$ cat src/rtl/vector_add_arbiter_if.sv
// ---------------------------------------------------------------------------
// vector_add_arbiter_if
// Bundles the requester-side and adder-side signals of vector_add_arbiter.
//   slave  modport : the arbiter's view (takes requests and adder results,
//                    drives grants, done pulses, result and adder operands)
//   master modport : the environment's view (requesters plus adder instance)
// Signals:
//   req        requester level requests, one bit per requester
//   req_a/b    requester operands, requester r in slice r
//   done       one-hot completion pulse to the owner
//   grant      one-hot current owner, 0 when idle
//   result     last captured sum vector (CELL_WIDTH+1 bits per lane)
//   busy       arbiter not idle
//   add_start  one-cycle start to the adder
//   add_a/b    latched operands presented to the adder
//   add_result adder output, add_finish adder completion pulse
//   error      WAIT timeout pulse (only with VADD_ARB_TIMEOUT_EN)
// ---------------------------------------------------------------------------
interface vector_add_arbiter_if #(
  parameter int NUM_REQ     = 3,
  parameter int VECTOR_SIZE = 5,
  parameter int CELL_WIDTH  = 8
);
  localparam int OP_W  = VECTOR_SIZE * CELL_WIDTH;
  localparam int RES_W = VECTOR_SIZE * (CELL_WIDTH + 1);

  logic [NUM_REQ-1:0]      req;
  logic [NUM_REQ*OP_W-1:0] req_a;
  logic [NUM_REQ*OP_W-1:0] req_b;
  logic [NUM_REQ-1:0]      done;
  logic [NUM_REQ-1:0]      grant;
  logic [RES_W-1:0]        result;
  logic                    busy;
  logic                    add_start;
  logic [OP_W-1:0]         add_a;
  logic [OP_W-1:0]         add_b;
  logic [RES_W-1:0]        add_result;
  logic                    add_finish;
  logic                    error;

  modport slave (
    input  req, req_a, req_b, add_result, add_finish,
    output done, grant, result, busy, add_start, add_a, add_b, error
  );

  modport master (
    output req, req_a, req_b, add_result, add_finish,
    input  done, grant, result, busy, add_start, add_a, add_b, error
  );
endinterface

$ cat src/rtl/vector_add_arbiter.sv
// ---------------------------------------------------------------------------
// vector_add_arbiter
// Round-robin arbiter sharing one vector adder between NUM_REQ requesters.
// The winner's operands are latched, the adder gets a one-cycle start, and
// on finish the sum is captured and a one-cycle done goes to the owner.
// Ports:
//   clk  clock
//   rst  synchronous active-high reset
//   bus  vector_add_arbiter_if.slave (requests, grants, done, result, busy,
//        adder start/operands/result/finish, error)
// Optional build macro:
//   VADD_ARB_TIMEOUT_EN  WAIT-state timeout after TIMEOUT_CYCLES cycles:
//                        error pulse, result forced to 0, done still issued.
//                        Without it error is constant 0 and WAIT is unbounded.
// ---------------------------------------------------------------------------
module vector_add_arbiter #(
  parameter int NUM_REQ        = 3,
  parameter int VECTOR_SIZE    = 5,
  parameter int CELL_WIDTH     = 8,
  parameter int TIMEOUT_CYCLES = 64
) (
  input  logic                clk,
  input  logic                rst,
  vector_add_arbiter_if.slave bus
);
  localparam int OP_W  = VECTOR_SIZE * CELL_WIDTH;
  localparam int RES_W = VECTOR_SIZE * (CELL_WIDTH + 1);
  localparam int PTR_W = (NUM_REQ > 1) ? $clog2(NUM_REQ) : 1;

  localparam logic [NUM_REQ-1:0] REQ_ZERO = {NUM_REQ{1'b0}};
  localparam logic [NUM_REQ-1:0] REQ_ONE  = NUM_REQ'(1'b1);
  localparam logic [PTR_W-1:0]   PTR_ZERO = {PTR_W{1'b0}};
  localparam logic [PTR_W-1:0]   PTR_ONE  = PTR_W'(1'b1);
  localparam logic [PTR_W-1:0]   PTR_LAST = PTR_W'(NUM_REQ - 1);
  localparam logic [OP_W-1:0]    OP_ZERO  = {OP_W{1'b0}};
  localparam logic [RES_W-1:0]   RES_ZERO = {RES_W{1'b0}};

  typedef enum logic [1:0] {
    ST_IDLE  = 2'd0,
    ST_ISSUE = 2'd1,
    ST_WAIT  = 2'd2,
    ST_DONE  = 2'd3
  } state_t;

  state_t             state_q, state_d;
  logic [PTR_W-1:0]   ptr_q, ptr_d;
  logic [NUM_REQ-1:0] grant_q, grant_d;
  logic [NUM_REQ-1:0] done_q, done_d;
  logic [OP_W-1:0]    add_a_q, add_a_d;
  logic [OP_W-1:0]    add_b_q, add_b_d;
  logic [RES_W-1:0]   result_q, result_d;
  logic               add_start_q, add_start_d;
  logic               busy_q, busy_d;
  logic               error_q, error_d;

  logic               hi_vld_s, lo_vld_s, win_vld_s;
  logic [PTR_W-1:0]   hi_idx_s, lo_idx_s, win_idx_s;
  logic               timeout_s;

  // Round-robin pick: lowest request at or above the pointer, else lowest overall.
  always_comb begin
    hi_vld_s = 1'b0;
    lo_vld_s = 1'b0;
    hi_idx_s = PTR_ZERO;
    lo_idx_s = PTR_ZERO;
    // Scan downwards so the lowest qualifying index is the last one written.
    for (int i = NUM_REQ - 1; i >= 0; i--) begin
      if (bus.req[i]) begin
        lo_vld_s = 1'b1;
        lo_idx_s = i[PTR_W-1:0];
        if (i >= int'(ptr_q)) begin
          hi_vld_s = 1'b1;
          hi_idx_s = i[PTR_W-1:0];
        end else begin
          hi_vld_s = hi_vld_s;
        end
      end else begin
        lo_vld_s = lo_vld_s;
      end
    end
    win_vld_s = lo_vld_s;
    if (hi_vld_s) begin
      win_idx_s = hi_idx_s;
    end else begin
      win_idx_s = lo_idx_s;
    end
  end

`ifdef VADD_ARB_TIMEOUT_EN
  localparam int TMO_W = $clog2(TIMEOUT_CYCLES + 1);

  logic [TMO_W-1:0] tmo_cnt_q, tmo_cnt_d;

  // WAIT-cycle counter: zero outside WAIT, so it starts from zero on every WAIT entry.
  always_comb begin
    if (state_q == ST_WAIT) begin
      tmo_cnt_d = tmo_cnt_q + TMO_W'(1'b1);
    end else begin
      tmo_cnt_d = {TMO_W{1'b0}};
    end
  end

  // Timeout counter register.
  always_ff @(posedge clk) begin
    if (rst) begin
      tmo_cnt_q <= {TMO_W{1'b0}};
    end else begin
      tmo_cnt_q <= tmo_cnt_d;
    end
  end

  // The count holds completed WAIT cycles, so the limit is hit on the
  // TIMEOUT_CYCLES-th WAIT cycle; a finish in that same cycle takes priority.
  assign timeout_s = (state_q == ST_WAIT) &&
                     (tmo_cnt_q == TMO_W'(TIMEOUT_CYCLES - 1)) &&
                     !bus.add_finish;
`else
  assign timeout_s = 1'b0;
`endif

  // State and registered-output update.
  always_ff @(posedge clk) begin
    if (rst) begin
      state_q     <= ST_IDLE;
      ptr_q       <= PTR_ZERO;
      grant_q     <= REQ_ZERO;
      done_q      <= REQ_ZERO;
      add_a_q     <= OP_ZERO;
      add_b_q     <= OP_ZERO;
      result_q    <= RES_ZERO;
      add_start_q <= 1'b0;
      busy_q      <= 1'b0;
      error_q     <= 1'b0;
    end else begin
      state_q     <= state_d;
      ptr_q       <= ptr_d;
      grant_q     <= grant_d;
      done_q      <= done_d;
      add_a_q     <= add_a_d;
      add_b_q     <= add_b_d;
      result_q    <= result_d;
      add_start_q <= add_start_d;
      busy_q      <= busy_d;
      error_q     <= error_d;
    end
  end

  // Next-state logic; add_finish only matters in WAIT.
  always_comb begin
    state_d = state_q;
    case (state_q)
      ST_IDLE: begin
        if (win_vld_s) begin
          state_d = ST_ISSUE;
        end else begin
          state_d = ST_IDLE;
        end
      end
      ST_ISSUE: begin
        state_d = ST_WAIT;
      end
      ST_WAIT: begin
        if (bus.add_finish || timeout_s) begin
          state_d = ST_DONE;
        end else begin
          state_d = ST_WAIT;
        end
      end
      ST_DONE: begin
        state_d = ST_IDLE;
      end
      default: begin
        state_d = ST_IDLE;
      end
    endcase
  end

  // Next values of the registered outputs; each pulse is armed on the
  // transition into the state where it must be visible.
  always_comb begin
    ptr_d       = ptr_q;
    grant_d     = grant_q;
    add_a_d     = add_a_q;
    add_b_d     = add_b_q;
    result_d    = result_q;
    done_d      = REQ_ZERO;
    add_start_d = 1'b0;
    error_d     = 1'b0;
    busy_d      = (state_d != ST_IDLE);
    case (state_q)
      ST_IDLE: begin
        if (win_vld_s) begin
          grant_d     = REQ_ONE << win_idx_s;
          ptr_d       = (win_idx_s == PTR_LAST) ? PTR_ZERO : (win_idx_s + PTR_ONE);
          add_a_d     = bus.req_a[win_idx_s*OP_W +: OP_W];
          add_b_d     = bus.req_b[win_idx_s*OP_W +: OP_W];
          add_start_d = 1'b1;
        end else begin
          grant_d = REQ_ZERO;
        end
      end
      ST_ISSUE: begin
        grant_d = grant_q;
      end
      ST_WAIT: begin
        if (bus.add_finish) begin
          result_d = bus.add_result;
          done_d   = grant_q;
        end else if (timeout_s) begin
          result_d = RES_ZERO;
          done_d   = grant_q;
          error_d  = 1'b1;
        end else begin
          result_d = result_q;
        end
      end
      ST_DONE: begin
        // Grant is held through DONE and released for the following IDLE.
        grant_d = REQ_ZERO;
      end
      default: begin
        grant_d = REQ_ZERO;
      end
    endcase
  end

  assign bus.grant     = grant_q;
  assign bus.done      = done_q;
  assign bus.add_a     = add_a_q;
  assign bus.add_b     = add_b_q;
  assign bus.result    = result_q;
  assign bus.add_start = add_start_q;
  assign bus.busy      = busy_q;
  assign bus.error     = error_q;
endmodule

$ cat src/flat_wrapper.sv
// flat-port wrapper written by rule: the top's interface ports become plain ports
module vector_add_arbiter_flat 
#(
  parameter int NUM_REQ        = 3,
  parameter int VECTOR_SIZE    = 5,
  parameter int CELL_WIDTH     = 8,
  parameter int TIMEOUT_CYCLES = 64
)
  (clk, rst, bus_req, bus_req_a, bus_req_b, bus_add_result, bus_add_finish, bus_done, bus_grant, bus_result, bus_busy, bus_add_start, bus_add_a, bus_add_b, bus_error);
  vector_add_arbiter_if #(.NUM_REQ(NUM_REQ), .VECTOR_SIZE(VECTOR_SIZE), .CELL_WIDTH(CELL_WIDTH)) bus_i ();
  input  logic clk;
  input  logic rst;
  input wire logic [$bits(bus_i.req)-1:0] bus_req;
  input wire logic [$bits(bus_i.req_a)-1:0] bus_req_a;
  input wire logic [$bits(bus_i.req_b)-1:0] bus_req_b;
  input wire logic [$bits(bus_i.add_result)-1:0] bus_add_result;
  input wire logic [$bits(bus_i.add_finish)-1:0] bus_add_finish;
  output wire logic [$bits(bus_i.done)-1:0] bus_done;
  output wire logic [$bits(bus_i.grant)-1:0] bus_grant;
  output wire logic [$bits(bus_i.result)-1:0] bus_result;
  output wire logic [$bits(bus_i.busy)-1:0] bus_busy;
  output wire logic [$bits(bus_i.add_start)-1:0] bus_add_start;
  output wire logic [$bits(bus_i.add_a)-1:0] bus_add_a;
  output wire logic [$bits(bus_i.add_b)-1:0] bus_add_b;
  output wire logic [$bits(bus_i.error)-1:0] bus_error;
  assign bus_i.req = bus_req;
  assign bus_i.req_a = bus_req_a;
  assign bus_i.req_b = bus_req_b;
  assign bus_i.add_result = bus_add_result;
  assign bus_i.add_finish = bus_add_finish;
  assign bus_done = bus_i.done;
  assign bus_grant = bus_i.grant;
  assign bus_result = bus_i.result;
  assign bus_busy = bus_i.busy;
  assign bus_add_start = bus_i.add_start;
  assign bus_add_a = bus_i.add_a;
  assign bus_add_b = bus_i.add_b;
  assign bus_error = bus_i.error;
  vector_add_arbiter #(.NUM_REQ(NUM_REQ), .VECTOR_SIZE(VECTOR_SIZE), .CELL_WIDTH(CELL_WIDTH), .TIMEOUT_CYCLES(TIMEOUT_CYCLES)) u_core (.clk(clk), .rst(rst), .bus(bus_i));
endmodule
$ cat config.mk
export PLATFORM = sky130hd
export DESIGN_NAME = vector_add_arbiter_flat
export DESIGN_NICKNAME = d
export VERILOG_FILES = /design/src/rtl/vector_add_arbiter_if.sv /design/src/rtl/vector_add_arbiter.sv /design/src/flat_wrapper.sv
export SDC_FILE = /design/constraint.sdc
export NUM_CORES = 1
export LEC_CHECK = 0
export CORE_AREA = 5 5 161 163
export CTS_BUF_LIST = sky130_fd_sc_hd__clkbuf_4
export CTS_CLUSTER_SIZE = 20
export DETAILED_ROUTE_END_ITERATION = 8
export DIE_AREA = 0 0 166 168
export PLACE_DENSITY = 0.76
export SLEW_MARGIN = 30
export SYNTH_ARGS = -nofsm -noshare
export SYNTH_HDL_FRONTEND = slang
export SYNTH_SLANG_ARGS = --single-unit
$ cat constraint.sdc
create_clock -name clk -period 1.8 [get_ports clk]
set_input_delay 0.18 -clock clk [delete_from_list [all_inputs] [get_ports clk]]
set_output_delay 0.18 -clock clk [all_outputs]
set_load 0.01 [all_outputs]
# After elaboration in Yosys (flattened, before gate mapping)

Index checks and enable logic that the tools add are counted.

Bits in writable memories: 0
Bits in registers: 137
Memories kept: 0
Word-level logic and storage cells: 57
Bits in latches: 0
Bits of input ports: 291
ROM bits: 0

$lt $le $gt $ge: 3
Shift-type cells: 3
Add/subtract/negate cells: 1
Multiply operators: 1
Reductions and logical operators: 7
Div/mod/pow operators: 0
Bitwise gates (word level): 3
Muxes and demuxes: 26
Eq/ne operators: 4

Operator list:

| operator                                            | number |
|---|---|
| indexed part select 120 x 9 -> 40 bit               | 2 |
| two-way mux 2 bit                                   | 11 |
| two-way mux 1 bit                                   | 12 |
| case mux 2 bit (4 select lines)                     | 1 |
| equality test 2 bit, second input constant          | 3 |
| case mux 3 bit (2 select lines)                     | 1 |
| multiplier 2 x 3 -> 5 bit, second input constant    | 1 |
| >= comparator 1 x 2 -> 1 bit, first input constant  | 2 |
| AND reduction 2 bit                                 | 2 |
| nonzero test 2 bit                                  | 2 |
| two-way mux 3 bit                                   | 1 |
| NOT 1 bit                                           | 3 |
| OR reduction 3 bit                                  | 1 |
| << shifter 1 x 2 -> 3 bit, first input constant     | 1 |
| adder 2 x 1 -> 2 bit, second input constant         | 1 |
| equality test 2 x 1 -> 1 bit, second input constant | 1 |
| >= comparator 2 bit, first input constant           | 1 |
| zero test 2 bit                                     | 1 |
| OR reduction 2 bit                                  | 1 |

# Logic depth before layout (Yosys ltp)

Word-level depth: 11
Depth in mapped cells: 7

# Worst setup path after synthesis

OpenSTA, ideal clock, no wires.

Kind: register -> register
Start point: reg u_core.ptr_q[0]
End point: reg u_core.add_b_q[4], in the netlist u_core.bus.add_b[4]
Cell stages (with the launch flop): 7
Data arrival time: 1.417 ns
Path slack: 0.249 ns
Library setup time: 0.134 ns
Data required time: 1.666 ns
Cells stage by stage: dfxtp_1 nor3b_1 o31a_1 buf_4 buf_6 a221oi_1 a211oi_1

Word-level cells in the longest chain between the ends: 10
Elaborated cells between the ends (all ways): 18
Classes of those cells: 1 x mul; 3 x order compare; 1 x shift; 13 x mux

RTL lines:

| item                                                          | RTL line                  | RTL |
|---|---|---|
| start: declaration                                            | vector_add_arbiter.sv:46  | `logic [PTR_W-1:0] ptr_q, ptr_d;` |
| start signal: assignment                                      | vector_add_arbiter.sv:136 | `ptr_q <= ptr_d;` |
| >= comparator 2 bit                                           | vector_add_arbiter.sv:71  | `if (i >= int'(ptr_q)) begin` |
| two-way mux 1 bit / two-way mux 2 bit (equally long branches) | vector_add_arbiter.sv:71  |  |
| two-way mux 1 bit / two-way mux 2 bit (equally long branches) | vector_add_arbiter.sv:68  | `if (bus.req[i]) begin` |
| two-way mux 1 bit / two-way mux 2 bit (equally long branches) | vector_add_arbiter.sv:71  |  |
| two-way mux 1 bit / two-way mux 2 bit (equally long branches) | vector_add_arbiter.sv:68  |  |
| two-way mux 1 bit / two-way mux 2 bit (equally long branches) | vector_add_arbiter.sv:71  |  |
| two-way mux 1 bit / two-way mux 2 bit (equally long branches) | vector_add_arbiter.sv:68  |  |
| two-way mux 2 bit (*)                                         | vector_add_arbiter.sv:82  | `if (hi_vld_s) begin` |
| multiplier 2 x 3 -> 5 bit (*)                                 | vector_add_arbiter.sv:196 | `add_b_d = bus.req_b[win_idx_s*OP_W +: OP_W];` |
| indexed part select 120 x 9 -> 40 bit (*)                     | vector_add_arbiter.sv:196 |  |
| end signal: assignment                                        | vector_add_arbiter.sv:129 | `add_b_q <= OP_ZERO;` |
| end signal: assignment                                        | vector_add_arbiter.sv:140 | `add_b_q <= add_b_d;` |
| end: declaration                                              | vector_add_arbiter.sv:50  | `logic [OP_W-1:0] add_b_q, add_b_d;` |

Every way passes the cells marked *; elsewhere a longest branch is shown, timed or not.
A chain may end at the register's enable or synchronous reset.

# Worst setup path after layout

Start point: reg u_core.ptr_q[0]
End point: reg u_core.add_b_q[22], in the netlist u_core.bus.add_b[22]

Same word-level chain as after synthesis.

==> reports/metrics.yaml <==
status:
  status: "completed"
timing:
  timing.final.max_slew_violations: 0
  maxSlewHeadroom_pct: 45.8
  max_freq_ghz: 0.576
  rsz0062_at_grt: "false"
  hold_viol_final: 0
  finalSetupViolCount: 0
  worst_hold_slack_ns: 0.0762
  fin_crit_sh_pct: 96.4
  final.setup_skew_ns: 0.0237
  finalCriticalPeriod_ns: 1.73
  setup_slack_ns: 0.0653
  worstMarginPinSlew_ns: 0.813
logic_synthesis:
  yosysSeqAreaShare_pct: 36.4
  synth_warnings: 0
  synth_fp_nets: 1196
  synth.top_cell.area_share_pct: 36.4
  synth_cells: 902
  avgSynthCellArea_um2: 8.35
  synth_area_um2: 7530
  yosysTopAreaCell: "dfxtp_1"
  ys_seq_elements: 137
  synth_cell_types: 31
  synthTopCellsByArea: "dfxtp_1, a221oi_2, a211oi_1"
final_layout:
  multi_input_area_um2: 4310
  drive_gt1_share_pct: 12.1
  fin_cells: 1620
  final_core_util_pct: 52.0
  final_common_cell: "clkdlybuf4s50_1"
  nNetsFinal: 1574
  final.fill_count: 2216
  register_area_um2: 2740
  area_delta_synth_final_pct: 66.8
  final_cell_mix: "clkdlybuf4s50_1, dfxtp_1, nand2_1, nor2_1, nor2b_1"
cts:
  clk_latency_ns: 0.53
  htreeDepth: 4
  tritoncts: "yes"
  cts_inserted_buffers: 17
  cts-root-buf: "clkbuf_4"
  post_cts_buffers: 0
  clk_pin_slew_worst_paths_ns: 0.16
  cts.sinks: 137
  cts_buffer_depth: 2
worst_setup_path:
  reg2reg_depth: 6
  rr_endpoint: "u_core.bus.add_b[22]"
  crit_chain: "nor3b_1 -> o31a_2 -> buf_12 -> buf_12 -> a221oi_2 -> a211oi_1"
  critPathMaxStageDelay_ns: 0.39
  arrival_ns: 2.17
  crit_required_ns: 2.24
  cp_max_fo: 12
  crit_path_end_kind: "flip-flop"
  cpMaxStageDelayCell: "o31a_2"
  cp_common_cell: "buf_12"
  r2r_slack_ns: 0.07
  startpoint_type: "flip-flop"
  path_class: "reg -> reg"
  timing.rr.start: "u_core.ptr_q[0]"
place:
  gp_congestion: 0.886
  hpwl_um: 23500
  dp_slack_ns: -0.128
  dp.cells: 1585
  portBuffers: 423
power_and_ir_drop:
  p_total_mw: 10.9
  max-vdd-ir-drop_mv: 0.373
  powerDensity_nw_per_um2: 867
  power.leakage_nw: 4.40
global_route:
  grt_use_total_pct: 22.0
  grt_max_degree: 65
  antenna_found_initial: 3
  grt-ovfl-total: 0
  grt_pass1_wl_um: 49500
  grt_pass1_vias: 8573
detailed_routing:
  dr_total_vias: 8651
  wirelength_um: 32500
  drc_errors: 0
  drtIter0Drc: 531
  first_pass_iters: 5
  postRouteAntennaNets: 0
  routedWlPerCell_um: 20.1
  avgViaCountPerCell: 5.34
hold_path:
  hold_depth: 2
  hold_end: "u_core.bus.add_b[24]"
  hp-class: "in -> reg"
  hp-start: "rst"
job:
  cap_violations: 0
floorplan:
  num_rows: 57
  top_level_ports: 425
  coreArea_um2: 24200
  die_w_um: 166
  die_y_um: 168
  start_util_pct: 31.1
  dieArea_um2: 27900
Yosys cell counts:
master      n
dfxtp_1   137
nand2_1    93
nor2_1     88
nor2b_1    82
nand4_1    81
o21ai_0    81
a211oi_1   80
a221oi_2   72
clkbuf_1   71
a21oi_1    47
buf_2      23
a221oi_1    8
buf_6       8
nor3b_1     4
a22o_1      3
buf_4       3
ha_1        3
inv_1       3
and3_1      2
nand2b_1    2
a311oi_1    1
and2_1      1
buf_1       1
conb_1      1
nand3_1     1
nand3b_1    1
nor4_1      1
o21a_1      1
o21ai_2     1
o31a_1      1
or2_1       1
per-layer routing:
layer | vias to the layer above | wire (um) | track usage [%]
li1 | 4112 | - | -
met1 | 4060 | 13100 | 26.9
met2 | 413 | 15600 | 36.6
met3 | 66 | 2560 | 5.77
met4 | 0 | 1260 | 9.47
met5 | - | 0 | 0
state kept, by name (all words and copies together) (netlist names):
signal	cells
u_core.bus.add_start	1
u_core.bus.add_a	40
u_core.bus.done	3
u_core.bus.grant	3
u_core.bus.result	45
u_core.bus.add_b	40
u_core.bus.busy	1
u_core.ptr_q	2
u_core.state_q	2
cell type report:
| class | count | area share (%) |
|---|---|---|
| timing repair buffer | 465 | 38.4 |
| sequential | 137 | 21.8 |
| clock buffer | 17 | 1.02 |
| tap | 324 | 3.23 |
| antenna | 3 | 0.0597 |
| multi-input combinational | 656 | 34.3 |
| inverter | 3 | 0.0896 |
| clock inverter | 15 | 1.06 |
how the worst max path moves through the flow:
stage | depth (start not counted) | slack [ns] | from | end
floorplan | 6 | 0.25 | u_core.ptr_q[0] | u_core.bus.add_b[4]
global placement | 6 | -0.02 | bus_req[2] | u_core.bus.grant[0]
detailed placement | 6 | -0.13 | bus_req[2] | u_core.bus.add_a[21]
CTS | 1 | 0.02 | u_core.bus.grant[2] | bus_grant[2]
global route | 6 | 0.001 | u_core.ptr_q[0] | u_core.bus.add_b[8]
finish | 6 | 0.07 | u_core.ptr_q[0] | u_core.bus.add_b[22]
stage by stage:
stage          setup TNS, ns  area, um2
6_report                   0      12600
5_1_grt                    0      12600
4_1_cts                    0      12500
3_5_place_dp           -4.87      12300
3_3_place_gp          -0.218      12300
2_1_floorplan              0       7530
where the power goes:
| part | internal, mW | switching, mW | total (mW) |
|---|---|---|---|
| Sequential | 3.54 | 0.277 | 3.81 |
| Clock | 0.600 | 1.40 | 2.00 |
| Combinational | 2.61 | 2.47 | 5.09 |
worst max-delay path: cells and delay by family, from the launching register on:
family / cells / cell delay [ns]
AND/OR/NAND/NOR: 1 / 0.14
buffers and inverters: 2 / 0.32
AO/OA/AOI/OAI: 3 / 0.82
flip-flops: 1 / 0.36
what timing repair did:
item                       in CTS  in global routing
setup endpoints to repair       1                  2
pin swaps                       0                  0
hold endpoints to repair        0                  0
resized for setup               1                  2
hold buffers                    0                  0
logic make-up after synthesis:
logic type / Yosys count / synth area share, %
AOI/OAI and AO/OA: 295 / 32.6
adders and majority gates: 3 / 0.498
buffers and inverters: 109 / 6.76
DFF: 137 / 36.4
other: 1 / 0.0498
and+or+nand+nor: 357 / 23.7
No activity file was read; power rests on OpenSTA's default activity.
